--- src/rtl/lbus_pkg.sv ---
// rtl/lbus_pkg.sv - shared types and constants for the local register bus
// Decoder state encoding, error read-back pattern and error counter width.
package lbus_pkg;

  typedef enum logic [1:0] {
    IDLE   = 2'd0,
    ACCESS = 2'd1,
    DONE   = 2'd2
  } lbus_dec_state_e;

  localparam logic [31:0] LBUS_ERR_DATA  = 32'hDEAD_BEEF;
  localparam int          LBUS_ERR_CNT_W = 16;

endpackage

--- src/rtl/lbus_timeout_cnt.sv ---
// rtl/lbus_timeout_cnt.sv - access watchdog for local-bus masters
// Counts enabled cycles after a clear; expire is high while the count sits at TIMEOUT-1.
module lbus_timeout_cnt #(
  parameter int TIMEOUT = 1024
) (
  input  logic clk,
  input  logic rst,
  input  logic i_clr,
  input  logic i_en,
  output logic o_expire
);

  localparam int CW = (TIMEOUT > 2) ? $clog2(TIMEOUT) : 1;
  localparam logic [CW-1:0] LAST = CW'(TIMEOUT - 1);

  logic [CW-1:0] r_cnt;
  logic          w_expire;

  assign w_expire = (r_cnt == LAST);
  assign o_expire = w_expire;

  // Holds at the terminal value so expire stays asserted until the next clear.
  always_ff @(posedge clk or posedge rst) begin
    if (rst) begin
      r_cnt <= '0;
    end else if (i_clr) begin
      r_cnt <= '0;
    end else if (i_en && !w_expire) begin
      r_cnt <= r_cnt + CW'(1);
    end
  end

endmodule

--- src/rtl/lbus_reg_decoder.sv ---
// rtl/lbus_reg_decoder.sv - routes single-outstanding register requests to slave windows
// Address-window decode, per-access watchdog, registered ack/err/rdata and a saturating error count.
module lbus_reg_decoder
  import lbus_pkg::*;
#(
  parameter int LBUS_AW = 18,
  parameter int N_SLV   = 4,
  parameter int SLV_AW  = 12,
  parameter int TIMEOUT = 1024
) (
  input  logic                      clk,
  input  logic                      rst,
  input  logic                      axi_reg_req,
  input  logic                      axi_reg_rw,
  input  logic [31:2]               axi_reg_addr,
  input  logic [31:0]               axi_reg_wdata,
  output logic [31:0]               axi_reg_rdata,
  output logic                      axi_reg_ack,
  output logic                      axi_reg_err,
  output logic [N_SLV-1:0]          slv_sel,
  output logic                      slv_rw,
  output logic [SLV_AW-1:2]         slv_addr,
  output logic [31:0]               slv_wdata,
  input  logic [N_SLV*32-1:0]       slv_rdata,
  input  logic [N_SLV-1:0]          slv_ack,
  output logic [LBUS_ERR_CNT_W-1:0] err_cnt
);

  localparam int IW = $clog2(N_SLV);

  lbus_dec_state_e           r_state;
  lbus_dec_state_e           w_state_nxt;
  logic [N_SLV-1:0]          r_sel;
  logic [N_SLV-1:0]          w_sel_nxt;
  logic                      r_rw;
  logic                      w_rw_nxt;
  logic [SLV_AW-1:2]         r_addr;
  logic [SLV_AW-1:2]         w_addr_nxt;
  logic [31:0]               r_wdata;
  logic [31:0]               w_wdata_nxt;
  logic [31:0]               r_rdata;
  logic [31:0]               w_rdata_nxt;
  logic                      r_err;
  logic                      w_err_nxt;
  logic                      r_ack;
  logic                      w_ack_nxt;
  logic [LBUS_ERR_CNT_W-1:0] r_err_cnt;

  logic [IW-1:0]             w_idx;
  logic                      w_dec_err;
  logic [N_SLV-1:0]          w_sel_dec;
  logic                      w_slv_ack;
  logic [31:0]               w_slv_rdata;
  logic                      w_tmr_clr;
  logic                      w_tmr_en;
  logic                      w_tmr_expire;

  assign w_idx     = axi_reg_addr[SLV_AW+IW-1:SLV_AW];
  assign w_dec_err = (|axi_reg_addr[31:LBUS_AW]) || (32'(w_idx) >= 32'(N_SLV));
  assign w_sel_dec = {{(N_SLV-1){1'b0}}, 1'b1} << w_idx;

  // Address bits between the slave index and LBUS_AW alias onto the same windows.
  generate
    if (LBUS_AW > SLV_AW + IW) begin : g_alias
      logic w_unused_alias;
      assign w_unused_alias = ^axi_reg_addr[LBUS_AW-1:SLV_AW+IW];
    end
  endgenerate

  // r_sel is one-hot on the selected slave, so masking ignores acks from other slaves.
  assign w_slv_ack = |(slv_ack & r_sel);

  always_comb begin
    w_slv_rdata = '0;
    for (int i = 0; i < N_SLV; i++) begin
      if (r_sel[i]) begin
        w_slv_rdata = w_slv_rdata | slv_rdata[32*i +: 32];
      end
    end
  end

  lbus_timeout_cnt #(
    .TIMEOUT (TIMEOUT)
  ) u_timeout (
    .clk      (clk),
    .rst      (rst),
    .i_clr    (w_tmr_clr),
    .i_en     (w_tmr_en),
    .o_expire (w_tmr_expire)
  );

  always_comb begin
    w_state_nxt = r_state;
    w_sel_nxt   = r_sel;
    w_rw_nxt    = r_rw;
    w_addr_nxt  = r_addr;
    w_wdata_nxt = r_wdata;
    w_rdata_nxt = r_rdata;
    w_err_nxt   = r_err;
    w_ack_nxt   = 1'b0;
    w_tmr_clr   = 1'b0;
    w_tmr_en    = 1'b0;
    case (r_state)
      IDLE: begin
        w_tmr_clr = 1'b1;
        if (axi_reg_req) begin
          if (w_dec_err) begin
            w_err_nxt   = 1'b1;
            w_rdata_nxt = LBUS_ERR_DATA;
            w_ack_nxt   = 1'b1;
            w_state_nxt = DONE;
          end else begin
            w_sel_nxt   = w_sel_dec;
            w_rw_nxt    = axi_reg_rw;
            w_addr_nxt  = axi_reg_addr[SLV_AW-1:2];
            w_wdata_nxt = axi_reg_wdata;
            w_state_nxt = ACCESS;
          end
        end
      end
      ACCESS: begin
        w_tmr_en = 1'b1;
        // Ack is tested first so an ack on the expiry cycle still completes cleanly.
        if (w_slv_ack) begin
          if (!r_rw) begin
            w_rdata_nxt = w_slv_rdata;
          end
          w_err_nxt   = 1'b0;
          w_sel_nxt   = '0;
          w_ack_nxt   = 1'b1;
          w_state_nxt = DONE;
        end else if (w_tmr_expire) begin
          w_err_nxt   = 1'b1;
          w_rdata_nxt = LBUS_ERR_DATA;
          w_sel_nxt   = '0;
          w_ack_nxt   = 1'b1;
          w_state_nxt = DONE;
        end
      end
      DONE: begin
        w_state_nxt = IDLE;
      end
      default: begin
        w_sel_nxt   = '0;
        w_state_nxt = IDLE;
      end
    endcase
  end

  always_ff @(posedge clk or posedge rst) begin
    if (rst) begin
      r_state   <= IDLE;
      r_sel     <= '0;
      r_rw      <= 1'b0;
      r_addr    <= '0;
      r_wdata   <= '0;
      r_rdata   <= '0;
      r_err     <= 1'b0;
      r_ack     <= 1'b0;
      r_err_cnt <= '0;
    end else begin
      r_state <= w_state_nxt;
      r_sel   <= w_sel_nxt;
      r_rw    <= w_rw_nxt;
      r_addr  <= w_addr_nxt;
      r_wdata <= w_wdata_nxt;
      r_rdata <= w_rdata_nxt;
      r_err   <= w_err_nxt;
      r_ack   <= w_ack_nxt;
      if (w_ack_nxt && w_err_nxt && (r_err_cnt != '1)) begin
        r_err_cnt <= r_err_cnt + LBUS_ERR_CNT_W'(1);
      end
    end
  end

  assign axi_reg_rdata = r_rdata;
  assign axi_reg_ack   = r_ack;
  assign axi_reg_err   = r_err;
  assign slv_sel       = r_sel;
  assign slv_rw        = r_rw;
  assign slv_addr      = r_addr;
  assign slv_wdata     = r_wdata;
  assign err_cnt       = r_err_cnt;

endmodule
--- config.mk ---
export PLATFORM = sky130hd
export DESIGN_NAME = lbus_reg_decoder
export DESIGN_NICKNAME = d
export VERILOG_FILES = /design/src/rtl/lbus_pkg.sv /design/src/rtl/lbus_timeout_cnt.sv /design/src/rtl/lbus_reg_decoder.sv
export SDC_FILE = /design/constraint.sdc
export NUM_CORES = 1
export LEC_CHECK = 0
export BUFFER_PORTS_ARGS = -buffer_cell sky130_fd_sc_hd__buf_2
export CAP_MARGIN = 10
export CORE_MARGIN = 2
export CORE_UTILIZATION = 25
export CTS_BUF_LIST = sky130_fd_sc_hd__clkbuf_2 sky130_fd_sc_hd__clkbuf_4 sky130_fd_sc_hd__clkbuf_8
export DETAILED_ROUTE_END_ITERATION = 8
export PLACE_DENSITY = 0.62
export SKIP_LAST_GASP = 1
export SYNTH_ARGS = -nofsm -noshare
export SYNTH_HDL_FRONTEND = slang
export SYNTH_SLANG_ARGS = --single-unit
--- constraint.sdc ---
create_clock -name clk -period 4.4 [get_ports clk]
set_clock_uncertainty 0.1 [all_clocks]
set_input_delay 0.44 -clock clk [delete_from_list [all_inputs] [get_ports clk]]
set_output_delay 0.44 -clock clk [all_outputs]
set_load 0.1 [all_outputs]
## Word level (Yosys, flattened, before mapping)

Cells that the tools add are included.

- Bits in registers: 109
- Input port bits: 198
- Logic and storage cells: 75

- Eq/ne operators: 9
- Muxes and demuxes: 34
- Reductions and logical operators: 13
- Shifts and indexed selects: 1
- Add/subtract/negate cells: 2
- Bitwise logic cells: 6

Operators by type and width:

| cell | count |
|---|---|
| 2-to-1 mux 32 bit | 9 |
| OR 32 bit | 3 |
| one-hot mux 32 bit (2 select lines) | 1 |
| 2-to-1 mux 10 bit | 2 |
| adder 16 x 1 -> 16 bit (second input constant) | 1 |
| 2-to-1 mux 4 bit | 4 |
| inequality test 16 bit (second input constant) | 1 |
| OR reduction 14 bit | 1 |
| one-hot mux 4 bit (3 select lines) | 1 |
| adder 10 x 1 -> 10 bit (second input constant) | 1 |
| == test 10 bit (second input constant) | 1 |
| 2-to-1 mux 1 bit | 10 |
| 2-to-1 mux 2 bit | 4 |
| inequality test 2 bit (second input constant) | 3 |
| AND reduction 5 bit | 1 |
| bitwise AND 4 bit | 1 |
| one-hot mux 1 bit (2 select lines) | 2 |
| one-hot mux 2 bit (2 select lines) | 1 |
| AND reduction 4 bit | 1 |
| nonzero test 2 bit | 2 |
| OR reduction 4 bit | 1 |
| << shifter 1 x 2 -> 4 bit (first input constant) | 1 |
| logical AND 1 bit | 3 |
| inequality test 3 x 2 -> 1 bit (second input constant) | 1 |
| 8 further kinds | 9 |

## Logic depth before layout (Yosys ltp)

- Depth in word-level cells: 10
- Depth in mapped cells: 8
- Depth with buffers taken out: 6

## Modules after synthesis

Synthesis repeated with hierarchy kept, for this count alone.

- Cells, all modules: 439
- Area, all modules: 5,381.4 sq um

Modules (own cells, without submodules):

| module | cells each | instances | area each (sq um) |
|---|---|---|---|
| lbus_reg_decoder | 369 | 1 | 4,744.6 |
| lbus_timeout_cnt | 70 | 1 | 636.9 |

## Worst setup path after synthesis

No wires, ideal clock.

- Kind: reg-to-reg
- Start point: register r_err_cnt[5] (netlist: err_cnt[5])
- End point: register r_err_cnt[1] (netlist: err_cnt[1])
- Path slack: 1,776 ps
- Cell stages (with the launch flop): 6
- Buffers on the path: 0
- Clock period less this slack: 2,624 ps
- Required time: 4,174 ps
- Arrival time: 2,398 ps
- Path through: dfrtp_1 > and4_1 > nand4_1 > nor2_1 > or2_2 > mux2_2

- Cells in the longest elaborated chain, start to end: 2

RTL lines:

| what | RTL line | text |
|---|---|---|
| start: declaration | lbus_reg_decoder.sv:47 | `logic [LBUS_ERR_CNT_W-1:0] r_err_cnt;` |
| start signal: assignment | lbus_reg_decoder.sv:171 | `r_err_cnt <= r_err_cnt + LBUS_ERR_CNT_W'(1);` |
| inequality test 16 bit | lbus_reg_decoder.sv:170 | `if (w_ack_nxt && w_err_nxt && (r_err_cnt != '1)) begin` |
| logical AND 1 bit | lbus_reg_decoder.sv:170 |  |

Every way passes these cells.
A chain may end at the register's enable or synchronous reset.

## Worst setup path in the final report

- Start point: register r_sel[3] (netlist: slv_sel[3])
- End point: register r_rdata[31] (netlist: axi_reg_rdata[31])

- Cells in the longest elaborated chain, start to end: 4
- Elaborated cells on any way between the ends: 9
- Classes of those cells: 2 x eq/ne; 4 x mux; 1 x bitwise; 2 x reduce/logical

RTL lines:

| what | RTL line | text |
|---|---|---|
| start: declaration | lbus_reg_decoder.sv:33 | `logic [N_SLV-1:0] r_sel;` |
| start signal: assignment | lbus_reg_decoder.sv:163 | `r_sel <= w_sel_nxt;` |
| bitwise AND 4 bit or 2-to-1 mux 32 bit (tied branches) | lbus_reg_decoder.sv:71, lbus_reg_decoder.sv:76 |  |
| OR reduction 4 bit or 2-to-1 mux 32 bit (tied branches) | lbus_reg_decoder.sv:71, lbus_reg_decoder.sv:125 |  |
| inequality test 3 bit (no source line), or another cell as far along | n/a |  |
| AND reduction 5 bit (no source line) or one-hot mux 32 bit (2 select lines) (tied branches) | n/a |  |
| end signal: assignment | lbus_reg_decoder.sv:167 | `r_rdata <= w_rdata_nxt;` |
| end: declaration | lbus_reg_decoder.sv:41 | `logic [31:0] r_rdata;` |

Several ways; a longest one is shown, not always the timed one. The select of a mux whose other input is x is not followed.

==> flow_metrics.env <==
export IMPL_pwr_share_clk_pct=25.8
export IMPL_final_cell_count_no_fill=994
export IMPL_routed_wl_um=16400
export IMPL_die_w_um=147
export IMPL_startpoint_type="register"
export IMPL_cp_end_kind="register"
export IMPL_grt_pass1_vias=4674
export IMPL_rr_endpoint="axi_reg_rdata[31]$_DFFE_PP0P_"
export IMPL_critPathMaxFanout=35
export IMPL_r2r_setup_slack_ns=1.82
export IMPL_cp_arrival_ns=2.79
export IMPL_timing_fmax_ghz=0.388
export IMPL_slew_headroom_pct=30.1
export IMPL_max_vdd_ir_drop_uv=591
export IMPL_place_gp_congestion=0.744
export IMPL_syn_avg_cell_area_um2=11.6
export IMPL_numCtsBuffers=9
export IMPL_cts_tree="built"
export IMPL_switching_share_pct=39.6
export IMPL_clkTransAtPathRegs_ns=0.13
export IMPL_finalHoldViolCount=0
export IMPL_post_cts_buffers=0
export IMPL_grt_util_all_layers_pct=14.7
export IMPL_wl_per_cell_um=16.5
export IMPL_rsz0062_at_grt="no"
export IMPL_cts_root_buf="clkbuf_8"
export IMPL_place_area_um2=6850
export IMPL_antenna_cells=0
export IMPL_synth_warnings=0
export IMPL_syn_area_um2=5120
export IMPL_final_fill_count=2084
export IMPL_powerDensity_nw_per_um2=332
export IMPL_antenna_left=0
export IMPL_preCtsSetupSlack_ns=1.51
export IMPL_clock_sinks=109
export IMPL_cp_required_ns=4.62
export IMPL_setup_viol=0
export IMPL_overflow=0
export IMPL_worst_slack_ns=1.82
export IMPL_dr_total_vias=4653
export IMPL_outcome="complete, no violations"
export IMPL_fin_nets=919
export IMPL_leakagePower_nw=3.52
export IMPL_hpwlAfterDp_um=12100
export IMPL_ys_ff_latch=109
export IMPL_multi_input_area_um2=2230
export IMPL_tightest_slew_ns=1.05
export IMPL_period_share_pct=58.6
export IMPL_crit_type="register to register"
export IMPL_p_comb_share_pct=26.7
export IMPL_post_route_drc_count=0
export IMPL_p_int_w=0.00141
export IMPL_core_area_um2=20200
export IMPL_yosysSeqAreaShare_pct=53.3
export IMPL_routed_via_density=4.68
export IMPL_initial_core_util_pct=25.4
export IMPL_final_cell_mix="buf_2 (290), dfrtp_1 (109), a22oi_1 (50), mux2_2 (49), nand2_1 (43)"
export IMPL_final_util_pct=34.9
export IMPL_startpoint="slv_sel[3]$_DFFE_PP0P_"
export IMPL_cts_resized=0
export IMPL_timing_max_cap_violations=0
export IMPL_grt_max_degree=110
export IMPL_htreeDepth=3
export IMPL_yosysUniqueCellTypes=42
export IMPL_dieArea_um2=21600
export IMPL_drt_pass1_iter_count=4
export IMPL_drt_iter0_drc=130
export IMPL_cts_max_path_buffers=2
export IMPL_synth_nets=642
export IMPL_hold_buffers=0
export IMPL_final_common_cell="buf_2"
export IMPL_die_h_um=147
export IMPL_final_design_area_no_fill_um2=7040
export IMPL_antenna_found_initial=1
export IMPL_r2r_start="slv_sel[3]$_DFFE_PP0P_"
export IMPL_dp_cells=978
export IMPL_clock_latency_ns=0.38
export IMPL_area_growth_pct=37.6
export IMPL_grt_first_pass_wirelength_um=24900
export IMPL_finalMaxSlewViolations=0
export IMPL_fin_setup_tns_ns=0
export IMPL_syn_instance_count=442
export IMPL_min_period_ns=2.58
export IMPL_hold_class="input pin to async pin"
export IMPL_final_layout_size_suffix_gt1_share_pct=51.7
export IMPL_p_sw_w=0.000926
export IMPL_r2r_worst_path_cells=6
export IMPL_p_seq_share_pct=47.5
export IMPL_regArea_um2=2730
export IMPL_endpoint="axi_reg_rdata[31]$_DFFE_PP0P_"
export IMPL_ios=295
export IMPL_io_buffers=290
export IMPL_fp_row_count=52
-- through the flow --
step,hold WS (ns),total power (W)
2_1_floorplan,0.352,0.00157
3_3_place_gp,0.365,0.00176
3_5_place_dp,0.368,0.00176
4_1_cts,0.0881,0.00239
5_1_grt,0.0617,0.00246
6_report,0.0239,0.00234
-- how the worst min path moves through the flow --
stage	endpoint	slack, ns	startpoint
floorplan	u_timeout.r_cnt[6]$_DFFE_PP0P_	0.35	u_timeout.r_cnt[6]$_DFFE_PP0P_
global placement	axi_reg_err$_DFF_PP0_	0.36	axi_reg_err$_DFF_PP0_
detailed placement	axi_reg_err$_DFF_PP0_	0.37	axi_reg_err$_DFF_PP0_
CTS	slv_wdata[30]$_DFFE_PP0P_	0.09	rst
global route	slv_wdata[26]$_DFFE_PP0P_	0.06	rst
finish	slv_wdata[26]$_DFFE_PP0P_	0.02	rst
-- sequential cells by signal, summed over array words and instances (netlist names) --
register and flops:
axi_reg_err 1, slv_wdata 32, slv_sel 4, axi_reg_ack 1, r_state 2, axi_reg_rdata 32, err_cnt 16, slv_addr 10
u_timeout.r_cnt 10, slv_rw 1
-- Yosys cell counts (all sizes together) --
library cell | count | area share, %
xnor2 | 2 | 0.34
buf | 10 | 1.3
nor4 | 7 | 1.1
o22a | 26 | 4.5
a31oi | 3 | 0.37
a221oi | 8 | 1.4
and4 | 5 | 0.90
and3 | 4 | 0.51
nor4b | 2 | 0.34
dfrtp | 109 | 53
a22o | 8 | 1.4
or2 | 4 | 0.49
or4b | 1 | 0.20
a21oi | 3 | 0.29
ha | 2 | 0.49
nor2 | 9 | 0.66
inv | 10 | 0.73
and2b | 1 | 0.15
a2bb2oi | 1 | 0.29
mux2i | 2 | 0.39
o22ai | 9 | 1.1
a22oi | 50 | 7.3
nand2b | 2 | 0.24
clkbuf | 20 | 1.5
nand4 | 5 | 0.90
nor3b | 5 | 0.73
o21ai | 4 | 0.39
and2 | 1 | 0.12
nor3 | 5 | 0.49
xor2 | 13 | 2.2
nand2 | 43 | 3.2
nand3 | 17 | 1.7
o31a | 1 | 0.17
a311oi | 1 | 0.17
mux2 | 49 | 11
-- area by class of cell --
type,instances,share of cell area (%)
tap,270,4.80
multi-input combinational,293,31.7
timing repair buffer,296,21.4
clock inverter,7,0.995
inverter,10,0.569
sequential,109,38.7
clock buffer,9,1.76
-- power groups by stage --
stage	clock network [W]	registers, W	logic (W)
2_1_floorplan	0	0.00146	0.000108
3_3_place_gp	0	0.00113	0.000627
3_5_place_dp	0	0.00113	0.000630
4_1_cts	0.000648	0.00111	0.000631
5_1_grt	0.000685	0.00112	0.000657
6_report	0.000605	0.00111	0.000625
-- metal layers --
layer	GRT usage (%)	wire (um)	vias to the layer above
li1	-	-	2210
met1	17.9	6960	2215
met2	25.1	7880	208
met3	3.32	1140	20
met4	5.87	393	0
met5	0	0	-
-- cell families after synthesis --
| family | Yosys count | synth area share, % |
|---|---|---|
| AO/OA/AOI/OAI | 114 | 17.3 |
| XOR/XNOR | 15 | 2.57 |
| adder cells (fa/ha/maj) | 2 | 0.489 |
| buffers and inverters | 40 | 3.47 |
| flip-flops | 109 | 53.3 |
| multiplexers | 51 | 11.2 |
| AND/OR/NAND/NOR | 111 | 11.7 |
-- worst max-delay path, stage by stage, from the launching register on --
cell	delay, ns
dfrtp_1	0.34
buf_4	0.36
a22oi_1	0.12
nand2_1	0.22
nand2_1	0.19
a31oi_4	0.88
o22a_1	0.26
(Power assumes the default switching activity.)
